## config.mk

```make
export PLATFORM = sky130hd
export DESIGN_NAME = enemy_wave
export DESIGN_NICKNAME = d
export VERILOG_FILES = /design/src/rtl/game_pkg.sv /design/src/rtl/enemy_tick_gen.sv /design/src/rtl/enemy_wave.sv
export SDC_FILE = /design/constraint.sdc
export NUM_CORES = 1
export LEC_CHECK = 0
export ABC_AREA = 1
export CELL_PAD_IN_SITES_DETAIL_PLACEMENT = 0
export CELL_PAD_IN_SITES_GLOBAL_PLACEMENT = 1
export CORE_MARGIN = 3
export CORE_UTILIZATION = 42
export CTS_BUF_LIST = sky130_fd_sc_hd__clkbuf_2 sky130_fd_sc_hd__clkbuf_4 sky130_fd_sc_hd__clkbuf_8
export CTS_CLUSTER_DIAMETER = 80
export DETAILED_ROUTE_END_ITERATION = 7
export GPL_TIMING_DRIVEN = 0
export HOLD_SLACK_MARGIN = 0.03
export PLACE_DENSITY_LB_ADDON = 0.08
export SYNTH_ARGS = -nofsm -noshare
export SYNTH_HDL_FRONTEND = slang
export SYNTH_SLANG_ARGS = --single-unit
```

## constraint.sdc

```tcl
create_clock -name clk -period 8.4 [get_ports clk]
set_clock_uncertainty 0.05 [all_clocks]
set_input_delay 0.84 -clock clk [delete_from_list [all_inputs] [get_ports clk]]
set_output_delay 0.84 -clock clk [all_outputs]
set_load 0.05 [all_outputs]
```

## src/rtl/game_pkg.sv

```systemverilog
`default_nettype none
// ============================================================================
//  Package  : game_pkg
//  Purpose  : Shared game state encoding, screen constants and the box
//             overlap helper used by the enemy wave engine.
//  Revision : 1.0 - initial release
// ============================================================================
package game_pkg;

  // Game-level state machine encoding
  typedef enum logic [1:0] {
    IDLE = 2'd0,
    PLAY = 2'd1,
    OVER = 2'd2
  } game_state_t;

  // Screen geometry: a fresh enemy appears at SPAWN_Y and is lost once its
  // top edge reaches FLOOR_Y
  localparam int SCREEN_SPAWN_Y = 80;
  localparam int SCREEN_FLOOR_Y = 474;

  // Half-open axis-aligned box overlap; boxes that only share an edge do not
  // overlap. Arguments are wide enough that x + w never wraps.
  function automatic logic aabb_overlap(
    input logic [31:0] ax, input logic [31:0] ay,
    input logic [31:0] aw, input logic [31:0] ah,
    input logic [31:0] bx, input logic [31:0] by,
    input logic [31:0] bw, input logic [31:0] bh
  );
    return (ax < bx + bw) && (bx < ax + aw) &&
           (ay < by + bh) && (by < ay + ah);
  endfunction

endpackage : game_pkg
`default_nettype wire

```

## src/rtl/enemy_tick_gen.sv

```systemverilog
`default_nettype none
// ============================================================================
//  Module   : enemy_tick_gen
//  Purpose  : Movement step divider. Counts 0..TICK_DIV-1 while enabled and
//             emits a registered single-cycle strobe at each wrap.
//  Revision : 1.0 - initial release
// ============================================================================
module enemy_tick_gen #(
  parameter int TICK_DIV = 700000
) (
  input  logic clk,
  input  logic reset,
  input  logic en,
  output logic tick
);

  localparam int                CNT_W = (TICK_DIV > 1) ? $clog2(TICK_DIV) : 1;
  localparam logic [CNT_W-1:0]  LAST  = CNT_W'(TICK_DIV - 1);

  logic [CNT_W-1:0] cnt;

  // Divider counter; holds its value while disabled, strobe follows the wrap
  always_ff @(posedge clk) begin
    if (reset) begin
      cnt  <= '0;
      tick <= 1'b0;
    end else begin
      tick <= 1'b0;
      if (en) begin
        if (cnt == LAST) begin
          cnt  <= '0;
          tick <= 1'b1;
        end else begin
          cnt <= cnt + CNT_W'(1);
        end
      end
    end
  end

endmodule : enemy_tick_gen
`default_nettype wire

```

## src/rtl/enemy_wave.sv

```systemverilog
`default_nettype none
// ============================================================================
//  Module   : enemy_wave
//  Purpose  : Multi-slot falling-enemy engine: stepped movement, periodic
//             spawning, paddle catches, floor misses, score, lives and the
//             IDLE/PLAY/OVER game state.
//  Revision : 1.0 - initial release
// ============================================================================
module enemy_wave
  import game_pkg::*;
#(
  parameter int NUM_ENEMIES = 4,
  parameter int COORD_W     = 16,
  parameter int TICK_DIV    = 700000,
  parameter int SPAWN_TICKS = 40,
  parameter int ENEMY_SIZE  = 20,
  parameter int PADDLE_W    = 50,
  parameter int PADDLE_H    = 10,
  parameter int SPAWN_Y     = SCREEN_SPAWN_Y,
  parameter int FLOOR_Y     = SCREEN_FLOOR_Y,
  parameter int START_LIVES = 3
) (
  input  logic                           clk,
  input  logic                           reset,
  input  logic                           start,
  input  logic [3:0]                     speed,
  input  logic [COORD_W-1:0]             spawn_x,
  input  logic [COORD_W-1:0]             x_paddle,
  input  logic [COORD_W-1:0]             y_paddle,
  output logic [NUM_ENEMIES*COORD_W-1:0] x_enemy,
  output logic [NUM_ENEMIES*COORD_W-1:0] y_enemy,
  output logic [NUM_ENEMIES-1:0]         enemy_on,
  output logic                           hit_pulse,
  output logic                           miss_pulse,
  output logic [15:0]                    score,
  output logic [1:0]                     lives,
  output logic                           game_over
);

  localparam int                 SP_W       = (SPAWN_TICKS > 1) ? $clog2(SPAWN_TICKS) : 1;
  localparam int                 CNT_W      = $clog2(NUM_ENEMIES + 1);
  localparam logic [SP_W-1:0]    SPAWN_LAST = SP_W'(SPAWN_TICKS - 1);
  localparam logic [COORD_W-1:0] SPAWN_Y_C  = COORD_W'(SPAWN_Y);
  localparam logic [COORD_W:0]   FLOOR_Y_C  = (COORD_W + 1)'(FLOOR_Y);
  localparam logic [1:0]         LIVES_INIT = 2'(START_LIVES);

  game_state_t            state, state_nx;
  logic                   tick, step, start_q, enter_play;
  logic                   spawn_due, found;
  logic [SP_W-1:0]        spawn_cnt;
  logic [NUM_ENEMIES-1:0] catch_v, miss_v, spawn_sel;
  logic [COORD_W:0]       ny [NUM_ENEMIES];
  logic [CNT_W-1:0]       n_catch, n_miss;
  logic [16:0]            score_sum;
  logic [15:0]            score_nx;
  logic [1:0]             lives_nx;

  enemy_tick_gen #(
    .TICK_DIV (TICK_DIV)
  ) u_tick (
    .clk   (clk),
    .reset (reset),
    .en    (state == PLAY),
    .tick  (tick)
  );

  // A strobe that lands after the game left PLAY is ignored
  assign step      = tick && (state == PLAY);
  assign spawn_due = (spawn_cnt == SPAWN_LAST);
  assign game_over = (state == OVER);

  // Per-slot movement, catch/miss detection and position registers
  for (genvar i = 0; i < NUM_ENEMIES; i++) begin : g_slot
    logic [COORD_W-1:0] x_q, y_q;
    logic               on_q;

    // Extra top bit keeps the carry so a wrap reads as past the floor
    assign ny[i]      = {1'b0, y_q} + (COORD_W + 1)'(speed);
    assign catch_v[i] = on_q && aabb_overlap(32'(x_q), 32'(ny[i]),
                                             32'(ENEMY_SIZE), 32'(ENEMY_SIZE),
                                             32'(x_paddle), 32'(y_paddle),
                                             32'(PADDLE_W), 32'(PADDLE_H));
    assign miss_v[i]  = on_q && !catch_v[i] &&
                        ((ny[i] >= FLOOR_Y_C) || ny[i][COORD_W]);

    assign x_enemy[i*COORD_W +: COORD_W] = x_q;
    assign y_enemy[i*COORD_W +: COORD_W] = y_q;
    assign enemy_on[i]                   = on_q;

    // Slot state: spawn load, clear on catch/miss, otherwise fall by speed
    always_ff @(posedge clk) begin
      if (reset) begin
        x_q  <= '0;
        y_q  <= SPAWN_Y_C;
        on_q <= 1'b0;
      end else if (enter_play) begin
        y_q  <= SPAWN_Y_C;
        on_q <= 1'b0;
      end else if (step) begin
        if (spawn_sel[i]) begin
          x_q  <= spawn_x;
          y_q  <= SPAWN_Y_C;
          on_q <= 1'b1;
        end else if (catch_v[i] || miss_v[i]) begin
          y_q  <= SPAWN_Y_C;
          on_q <= 1'b0;
        end else if (on_q) begin
          y_q <= ny[i][COORD_W-1:0];
        end
      end
    end
  end : g_slot

  // Lowest-index free slot wins the spawn; judged on occupancy before this
  // step's clears so a freed slot waits for the next spawn
  always_comb begin
    spawn_sel = '0;
    found     = 1'b0;
    if (spawn_due) begin
      for (int k = 0; k < NUM_ENEMIES; k++) begin
        if (!found && !enemy_on[k]) begin
          spawn_sel[k] = 1'b1;
          found        = 1'b1;
        end
      end
    end
  end

  // Count catches and misses across all slots, then clamp score and lives
  always_comb begin
    n_catch = '0;
    n_miss  = '0;
    for (int k = 0; k < NUM_ENEMIES; k++) begin
      n_catch = n_catch + CNT_W'(catch_v[k]);
      n_miss  = n_miss  + CNT_W'(miss_v[k]);
    end
    score_sum = {1'b0, score} + 17'(n_catch);
    score_nx  = score_sum[16] ? 16'hFFFF : score_sum[15:0];
    if (int'(n_miss) >= int'(lives)) begin
      lives_nx = 2'd0;
    end else begin
      lives_nx = lives - 2'(n_miss);
    end
  end

  // Spawn counter advances once per step and wraps whether or not a slot
  // was available
  always_ff @(posedge clk) begin
    if (reset) begin
      spawn_cnt <= '0;
    end else if (step) begin
      spawn_cnt <= spawn_due ? '0 : spawn_cnt + SP_W'(1);
    end
  end

  // Game state register plus start edge history
  always_ff @(posedge clk) begin
    if (reset) begin
      state   <= IDLE;
      start_q <= 1'b0;
    end else begin
      state   <= state_nx;
      start_q <= start;
    end
  end

  // Next-state logic; entering PLAY reloads score, lives and slots
  always_comb begin
    state_nx   = state;
    enter_play = 1'b0;
    case (state)
      IDLE: begin
        if (start) begin
          state_nx   = PLAY;
          enter_play = 1'b1;
        end
      end
      PLAY: begin
        if (step && (lives_nx == 2'd0)) begin
          state_nx = OVER;
        end
      end
      OVER: begin
        if (start && !start_q) begin
          state_nx   = PLAY;
          enter_play = 1'b1;
        end
      end
      default: state_nx = IDLE;
    endcase
  end

  // Score, lives and event pulses, all updated on the same edge as the slots
  always_ff @(posedge clk) begin
    if (reset) begin
      score      <= '0;
      lives      <= LIVES_INIT;
      hit_pulse  <= 1'b0;
      miss_pulse <= 1'b0;
    end else begin
      hit_pulse  <= step && (|catch_v);
      miss_pulse <= step && (|miss_v);
      if (enter_play) begin
        score <= '0;
        lives <= LIVES_INIT;
      end else if (step) begin
        score <= score_nx;
        lives <= lives_nx;
      end
    end
  end

endmodule : enemy_wave
`default_nettype wire

```

After elaboration in Yosys (flattened, before gate mapping). Cells that the tools add are included.

Word-level logic and storage cells: 195. Input bits: 55. Flip-flop bits (word level): 182. Output and inout bits: 153.

Magnitude comparators: 21. Muxes and demuxes: 42. Bitwise operators: 2. Eq/ne operators: 7. Add/sub/neg operators: 24. Reduce and logical (&&, ||, !) cells: 78.

Operators with widths (number): two-way mux 16 bit (13); less-than comparator 16 x 32 -> 1 bit (3); less-than comparator 17 x 32 -> 1 bit (3); less-than comparator 16 x 17 -> 1 bit (5); adder 17 x 5 -> 18 bit (second input constant) (4); less-than comparator 16 x 18 -> 1 bit (4); adder 16 x 4 -> 17 bit (4); adder 16 x 5 -> 17 bit (second input constant) (4); greater-or-equal comparator 17 x 9 -> 1 bit (second input constant) (4); logical AND 1 bit (32); adder 20 x 1 -> 20 bit (second input constant) (1); equality test 20 bit (second input constant) (1); two-way mux 1 bit (20); two-way mux 20 bit (1); adder 16 x 3 -> 17 bit (1); adder 16 x 4 -> 17 bit (second input constant) (1); adder 16 x 6 -> 17 bit (second input constant) (1); less-than comparator 17 bit (1); AND reduction 2 bit (8); AND reduction 3 bit (5); nonzero test 3 bit (4); logical NOT 1 bit (11); logical OR 1 bit (8); two-way mux 2 bit (4); 20 further kinds (31).

Longest topological paths before layout. Gate-level depths: netlist of run 1.

Word-level depth: 18. Depth in mapped cells: 41. Depth with buffers taken out: 41.

Modules after synthesis. From an unflattened synthesis of run 1, not the netlist that was laid out.

Cells, all modules: 2666. Area total of the unflattened synthesis: 18091.1 um2.

By module, submodules not included: enemy_wave (cells an instance 2466, times used 1, area an instance 16798.6 um2, seq. area each 3223.1 um2); enemy_tick_gen (cells an instance 200, times used 1, area an instance 1292.5 um2, seq. area each 420.4 um2).

Worst setup path before layout of run 1. No wires, ideal clock.

Kind: input to register. Start point: input port speed[0]. End point: register score[13]. Required time: 8.276 ns. Library setup time: 0.074 ns. Buffers on the path: 2. Stages: 38. Data arrival time: 6.106 ns. Setup slack: 2.170 ns. Path through: ha_1 > fa_1 > nand3_1 > nand2_2 > xor2_2 > inv_1 > o21ai_2 > nand2_1 > nor2_1 > nand3_1 > nor3_1 > xor2_1 > ha_1 > inv_1 > nor3_1 > a211oi_1 > nand2_1 > nand2_1 > [2 not listed] > nand3_2 > buf_6 > inv_1 > fa_1 > inv_1 > fa_1 > inv_1 > fa_1 > and3_1 > inv_1 > nor2_1 > inv_1 > nor2_1 > inv_1 > nor2_1 > nand2_1 > clkbuf_1 > a31oi_1.

Word-level cells in the longest chain between the ends: 10. Elaborated cells on any way between the ends: 33. Classes of those cells: 12 x add/sub; 8 x order compare; 1 x mux; 12 x reduce/logical.

Ends and longest elaborated chain: start: declaration (line enemy_wave.sv:26) `input logic [3:0] speed,`; adder 16 x 4 -> 17 bit (line enemy_wave.sv:78) `assign ny[i] = {1'b0, y_q} + (COORD_W + 1)'(speed);`; adder 17 x 5 -> 18 bit / less-than comparator 17 x 32 -> 1 bit (equally long branches) (line game_pkg.sv:31) `(ay < by + bh) && (by < ay + ah);`; less-than comparator 16 x 18 -> 1 bit / logical AND 1 bit (equally long branches) (line game_pkg.sv:31, game_pkg.sv:30); logical AND 1 bit (line game_pkg.sv:31); logical AND 1 bit (line enemy_wave.sv:79) `assign catch_v[i] = on_q && aabb_overlap(32'(x_q), 32'(ny[i]),`; adder 1 x 1 -> 2 bit (line enemy_wave.sv:134) `n_catch = n_catch + CNT_W'(catch_v[k]);`; adder 2 x 1 -> 3 bit (line enemy_wave.sv:134); adder 3 x 1 -> 3 bit (*) (line enemy_wave.sv:134); adder 16 x 3 -> 17 bit (*) (line enemy_wave.sv:137) `score_sum = {1'b0, score} + 17'(n_catch);`; two-way mux 16 bit (*) (line enemy_wave.sv:138) `score_nx = score_sum[16] ? 16'hFFFF : score_sum[15:0];`; end signal: assignment (line enemy_wave.sv:207) `score <= score_nx;`; end: declaration (line enemy_wave.sv:35) `output logic [15:0] score,`.

Every way passes the cells marked *; elsewhere a longest branch is shown, timed or not. A chain may end at the register's enable or synchronous reset.

Worst setup path after layout of run 1. Same ends and word-level chain as after synthesis.

==> results.yml, run 1 <==
power_and_ir_drop:
  share_seq_of_total_power: 0.467
  pwr-share-comb: 0.175
  vdd_drop_max_mv: 0.106
  power.static_leakage_nw: 9.17
  internal_power_mw: 1.23
  pd_cells_nw_per_um2: 89.2
  clockPowerShare: 0.359
  netSwitchingPower_uw: 620
  power.share.switching: 0.335
yosys:
  count_of_different_cell_masters_after_synthesis: 55
  synthesized_netlist_cell_count: 2600
  syn_std_cell_area_um2: 17600
  yosys_most_used_dff: "dfxtp_1"
  synthesis.area_per_instance_um2: 6.78
  mappedNetlistNets: 2949
  synth_seq_cells: 182
  synth_async_sr_flop_share: 0
  synth_enable_flop_cells: 0
  number_of_warnings_issued_by_yosys: 0
  seq_area_frac_synth: 0.207
placement:
  port_buffers: 206
  placement.setup.worst_slack_ns: 0.0611
  finalWeightedCongestion: 0.886
  final_hpwl_from_detailed_placement_um: 49700
clock_network:
  clock_latency_ns: 0.57
  cts_root_buffer: "clkbuf_8"
  cts_hold_buf: 0
  cts_tree: "done"
  htree_levels: 4
  post_cts_buffers: 0
  clk_path_buf_depth: 2
  clk_pin_slew_worst_paths_ns: 0.12
  numCtsBuffers: 17
  clock-sinks: 182
  cts-resized-gates: 0
timing:
  tightestPinTransition_ns: 1.08
  rsz0062_at_grt: "no"
  holdWs_ns: 0.441
  finalHoldViolations: 0
  timing.setup.tns_ns: 0
  postLayoutSetupSlackWorst_ns: 0.627
  maxSlewViolCount: 0
  slew_headroom: 0.281
  timing.fmax_ghz: 0.129
  min_period_ns: 7.77
  setup_violations: 0
  final.period_utilization: 0.925
drt:
  average_vias_per_placed_instance: 5.40
  antenna_violating_nets_post_route: 0
  initialDrtViolationCount: 1348
  detail_route.wirelength_um: 61900
  post_drt_wl_per_cell_um: 18.4
  vias: 18200
  drt_drc_violations_left: 0
  detailed_routing_iterations_pass_1: 6
critical_path:
  slowest_stage: "clkdlybuf4s50_1"
  timing.rr.start: "g_slot[2].y_q[0]$_SDFFE_PP0P_"
  worst_r2r_endpoint: "score[13]$_SDFFE_PP0P_"
  critical_path.startpoint_type: "input pin"
  slowest_delay_ns: 0.67
  r2r.worst_path.cells: 35
  critical_path_class: "input pin to flip-flop"
  cp.arrival_ns: 8.21
  setup.reg_to_reg.worst_slack_ns: 1.39
  end_kind: "flip-flop"
  critical-path-top-cell-by-count: "inv_1"
  worst_ep_required_time_ns: 8.84
  timing.critical_path.fanout_max: 10
floorplan:
  start_util: 0.428
  chipHeight_um: 211
  num_rows: 74
  floorplan.die_area_um2: 44500
  std_cell_core_area_um2: 41200
  die_width_um: 211
  top_ports: 208
layout:
  final_layout_size_suffix_gt1_frac: 0.0363
  count_of_inserted_antenna_diode_cells: 0
  fillers: 4197
  finalNetCount: 3174
  syn2layout_area_growth_pct: 17.9
hold_path:
  holdPathStages: 2
  hp-start: "u_tick.cnt[6]$_SDFFE_PP0P_"
  hold_class: "flip-flop to flip-flop"
  hold_path_end: "u_tick.cnt[6]$_SDFFE_PP0P_"
global_route:
  grt_antenna_before_repair: 1
  globalRouteOverflowTotal: 0
  via_count_of_the_first_global_routing_pass: 16900
  groute.usage.overall: 0.276
  grt_pass1_wl_um: 94900
  grt_max_degree: 20
run_status:
  outcome: "complete, no violations"
job:
  cap_viol_max_count: 0
==> worst max-delay path, delay by kind of cell <==
kind / cells / cell delay, ns
xor gates and xnor gates: 2 / 0.71
and+or+nand+nor: 16 / 2.48
adders and majority gates: 7 / 2.41
buffers and inverters: 9 / 1.44
AOI/OAI and AO/OA: 2 / 0.30
==> cell usage in the layout, fill, tap and decap left out, types with 10 or more instances in the layout <==
cell type        Yosys  final
nand3_1            164    164
ha_1               285    285
a21oi_1            224    224
o21ai_0            139    139
nor2_1             228    228
nand3b_1            16     16
xor2_1             114    114
clkdlybuf4s50_1      0    205
nand2_1            550    550
a31oi_1             10     10
clkbuf_8             0     17
nor3_1              86     86
dfxtp_1            182    182
xnor2_1             25     25
nand2_2             14     14
inv_1              333    333
clkbuf_1            36     36
nand4_1             72     72
==> final cells by class <==
cell class | instances | area (µm²) | share of cell area
Buffer | 47 | 215 | 0.0103
Clock buffer | 18 | 241 | 0.0116
Clock inverter | 14 | 183 | 0.00879
Inverter | 338 | 1270 | 0.0610
Multi-Input combinational cell | 2033 | 12500 | 0.602
Sequential cell | 182 | 3640 | 0.175
Tap cell | 532 | 666 | 0.0320
Timing Repair Buffer | 206 | 2060 | 0.0993
==> metal layers <==
metal | routed length [µm] | track usage | vias up
li1 | - | - | 9114
met1 | 30600 | 0.408 | 8434
met2 | 25500 | 0.406 | 556
met3 | 4210 | 0.0465 | 81
met4 | 1630 | 0.0938 | 0
met5 | 0 | 0 | -
==> per-stage QoR <==
stage / instance area [µm²] / total power, mW / cells / utilization
floorplan: 17600 / 1.07 / 2600 / -
global route: 20800 / 1.94 / 3370 / 0.505
global placement: 20400 / 1.20 / 3338 / 0.494
detailed placement: 20400 / 1.21 / 3338 / 0.494
CTS: 20800 / 1.88 / 3370 / 0.505
finish: 20800 / 1.85 / 3370 / 0.505
==> cells by family after synthesis <==
kind of cell             count (synthesis)  synth area share
AND/OR/NAND/NOR                       1179             0.296
adder cells (fa/ha/maj)                294             0.212
buffers and inverters                  385            0.0841
XOR/XNOR                               142            0.0724
AO/OA/AOI/OAI                          418             0.128
flip-flops                             182             0.207
==> power by group through the flow <==
stage | combinational [mW] | sequential [mW] | clock [mW]
5_1_grt | 0.365 | 0.866 | 0.712
3_5_place_dp | 0.321 | 0.885 | 0
4_1_cts | 0.322 | 0.865 | 0.689
3_3_place_gp | 0.310 | 0.885 | 0
2_1_floorplan | 0.184 | 0.885 | 0
6_report | 0.324 | 0.865 | 0.665
==> sequential cells by signal, summed over array words and instances, names as in the netlist <==
signal	flops
start_q	1
state	2
g_slot.on_q	4
lives	2
u_tick.cnt	20
u_tick.tick	1
hit_pulse	1
score	16
g_slot.y_q	64
miss_pulse	1
g_slot.x_q	64
spawn_cnt	6
==> Yosys cell counts, types with 5 or more instances <==
| cell | instances | area share |
|---|---|---|
| a211oi_1 | 8 | 0.0034 |
| nor3_1 | 86 | 0.024 |
| clkbuf_1 | 36 | 0.0077 |
| fa_1 | 9 | 0.010 |
| xor2_1 | 114 | 0.057 |
| a21o_1 | 6 | 0.0026 |
| dfxtp_1 | 182 | 0.21 |
| nand2_2 | 14 | 0.0050 |
| nor2_2 | 7 | 0.0025 |
| nand2_1 | 550 | 0.12 |
| xnor2_1 | 25 | 0.012 |
| o21ai_0 | 139 | 0.039 |
| ha_1 | 285 | 0.20 |
| nand3b_1 | 16 | 0.0068 |
| or2_2 | 6 | 0.0021 |
| nand3_1 | 164 | 0.047 |
| a31oi_1 | 10 | 0.0035 |
| o21a_1 | 6 | 0.0026 |
| inv_1 | 333 | 0.071 |
| nand4_1 | 72 | 0.026 |
| nor3b_1 | 9 | 0.0038 |
| buf_4 | 5 | 0.0021 |
| nor2_1 | 228 | 0.049 |
| a21oi_1 | 224 | 0.064 |
| nand3_2 | 7 | 0.0040 |
==> how the worst max path moves through the flow <==
stage / start / slack (ns) / cells past startpoint / end
global placement: speed[1] / 0.16 / 35 / score[13]$_SDFFE_PP0P_
CTS: speed[1] / 0.68 / 37 / score[13]$_SDFFE_PP0P_
finish: speed[0] / 0.63 / 36 / score[13]$_SDFFE_PP0P_
detailed placement: speed[1] / 0.06 / 37 / score[13]$_SDFFE_PP0P_
floorplan: speed[0] / 2.17 / 38 / score[13]$_SDFFE_PP0P_
global route: speed[0] / 0.03 / 36 / score[13]$_SDFFE_PP0P_
Power figures use the tool's default switching activity.
==> run 2, diff against run 1 <==
--- a/config.mk
+++ b/config.mk
@@ -12,6 +12,7 @@
 export CORE_UTILIZATION = 42
 export CTS_BUF_LIST = sky130_fd_sc_hd__clkbuf_2 sky130_fd_sc_hd__clkbuf_4 sky130_fd_sc_hd__clkbuf_8
 export CTS_CLUSTER_DIAMETER = 80
+export CTS_CLUSTER_SIZE = 12
 export DETAILED_ROUTE_END_ITERATION = 7
 export GPL_TIMING_DRIVEN = 0
 export HOLD_SLACK_MARGIN = 0.03
==> results of run 2 <==
Final layout, timing and power as in run 1 (identical DEF).
==> run 3, diff against run 2 <==
--- a/config.mk
+++ b/config.mk
@@ -17,6 +17,7 @@
 export GPL_TIMING_DRIVEN = 0
 export HOLD_SLACK_MARGIN = 0.03
 export PLACE_DENSITY_LB_ADDON = 0.08
+export SLEW_MARGIN = 40
 export SYNTH_ARGS = -nofsm -noshare
 export SYNTH_HDL_FRONTEND = slang
 export SYNTH_SLANG_ARGS = --single-unit
==> results.yml, run 3 (synthesis results as in run 1) <==
run_status:
  outcome: "complete, no violations"
global_route:
  grt_pass1_wl_um: 94800
  globalRouteOverflowTotal: 0
  grt_antenna_before_repair: 0
  grt_max_degree: 22
  groute.usage.overall: 0.275
  via_count_of_the_first_global_routing_pass: 16700
critical_path:
  critical_path.startpoint_type: "input pin"
  critical_path_class: "input pin to flip-flop"
  timing.critical_path.fanout_max: 10
  cp.arrival_ns: 8.20
  critical-path-top-cell-by-count: "inv_1"
  slowest_stage: "clkdlybuf4s50_1"
  slowest_delay_ns: 0.85
  end_kind: "flip-flop"
  r2r.worst_path.cells: 36
  worst_ep_required_time_ns: 8.85
power_and_ir_drop:
  pd_cells_nw_per_um2: 88.7
  power.static_leakage_nw: 9.17
  pwr-share-comb: 0.176
  internal_power_mw: 1.21
  clockPowerShare: 0.355
  share_seq_of_total_power: 0.469
  vdd_drop_max_mv: 0.118
  power.share.switching: 0.345
  netSwitchingPower_uw: 637
drt:
  antenna_violating_nets_post_route: 0
  vias: 18100
  average_vias_per_placed_instance: 5.37
  detailed_routing_iterations_pass_1: 5
  detail_route.wirelength_um: 62000
  drt_drc_violations_left: 0
  initialDrtViolationCount: 1347
  post_drt_wl_per_cell_um: 18.4
clock_network:
  cts_root_buffer: "clkbuf_8"
  htree_levels: 4
  post_cts_buffers: 0
  cts_hold_buf: 0
  cts_tree: "done"
  clock-sinks: 182
  clock_latency_ns: 0.58
  clk_pin_slew_worst_paths_ns: 0.11
  cts-resized-gates: 0
  numCtsBuffers: 17
  clk_path_buf_depth: 2
timing:
  rsz0062_at_grt: "no"
  postLayoutSetupSlackWorst_ns: 0.654
  final.period_utilization: 0.922
  timing.setup.tns_ns: 0
  finalHoldViolations: 0
  setup_violations: 0
  timing.fmax_ghz: 0.129
  slew_headroom: 0.448
  maxSlewViolCount: 0
  tightestPinTransition_ns: 0.825
  min_period_ns: 7.75
floorplan:
  die_width_um: 211
  std_cell_core_area_um2: 41200
  start_util: 0.428
  top_ports: 208
  chipHeight_um: 211
  floorplan.die_area_um2: 44500
  num_rows: 74
layout:
  layout_commonest_cell: "nand2_1"
  final_core_utilization: 0.505
  most-common-layout-cells: "550 x nand2_1, 333 x inv_1, 285 x ha_1"
  count_of_inserted_antenna_diode_cells: 0
  final-seq-area_um2: 3640
  multi_input_comb_area_um2: 12500
  final_layout_size_suffix_gt1_frac: 0.0377
  fillers: 4169
  syn2layout_area_growth_pct: 17.9
  largest_registers: "g_slot.x_q x64, g_slot.y_q x64, u_tick.cnt x20"
  finalNetCount: 3174
placement:
  finalWeightedCongestion: 0.886
  final_hpwl_from_detailed_placement_um: 49700
  placement.setup.worst_slack_ns: 0.0839
  port_buffers: 206
hold_path:
  holdPathStages: 2
  hold_class: "flip-flop to flip-flop"
job:
  cap_viol_max_count: 0
run 3: changes by cell type in the layout (fill, tap and decap cells not counted), sizes merged:
cell           change
bufinv             -1
inv                -1
clkinvlp           -1
clkbuf             -1
clkdlybuf4s50      +1
clkinv             +4
dlymetal6s2s       -1
run 3: worst paths after layout:
path | endpoint | slack (ns) | start
hold reg to reg | u_tick.cnt[6]$_SDFFE_PP0P_ | 0.44 | u_tick.cnt[6]$_SDFFE_PP0P_
setup reg to reg | score[15]$_SDFFE_PP0P_ | 1.47 | g_slot[0].y_q[0]$_SDFFE_PP0P_
hold / removal | u_tick.cnt[6]$_SDFFE_PP0P_ | 0.44 | u_tick.cnt[6]$_SDFFE_PP0P_
setup / recovery | score[15]$_SDFFE_PP0P_ | 0.65 | speed[1]
run 3: worst max-delay path, delay by kind of cell:
| family | cells | cell delay (ns) |
|---|---|---|
| AOI/OAI and AO/OA | 2 | 0.31 |
| xor gates and xnor gates | 2 | 0.68 |
| adders and majority gates | 6 | 2.16 |
| buffers and inverters | 9 | 1.63 |
| and+or+nand+nor | 18 | 2.60 |
run 3: metal layers:
metal | GRT usage | routed length, µm
met1 | 0.411 | 31300
met2 | 0.410 | 25800
met3 | 0.0422 | 3630
met4 | 0.0764 | 1210
met5 | 0 | 0
run 3: per-stage QoR:
step	hold WS [ns]	power, mW	area [µm²]	std cells
after global routing	0.466	1.93	20800	3370
after CTS	0.446	1.86	20800	3370
final	0.444	1.85	20800	3370
after detailed placement	0.428	1.21	20400	3338
after global placement	0.416	1.20	20400	3338
after floorplan	0.397	1.07	17600	2600
run 3: area by class of cell:
| type | instances | area share |
|---|---|---|
| multi-input cells | 2033 | 0.602 |
| flip-flops and latches | 182 | 0.175 |
| repair buffers | 206 | 0.0991 |
| inverters | 338 | 0.0610 |
| well taps | 532 | 0.0320 |
| clock buffers | 17 | 0.0112 |
| plain buffers | 47 | 0.0105 |
| clock inverters | 15 | 0.00932 |
run 3: power groups by stage:
stage / logic, mW / registers [mW] / clock network, mW
6_report: 0.325 / 0.865 / 0.656
3_5_place_dp: 0.320 / 0.885 / 0
2_1_floorplan: 0.184 / 0.885 / 0
4_1_cts: 0.322 / 0.865 / 0.675
3_3_place_gp: 0.310 / 0.885 / 0
5_1_grt: 0.364 / 0.866 / 0.703
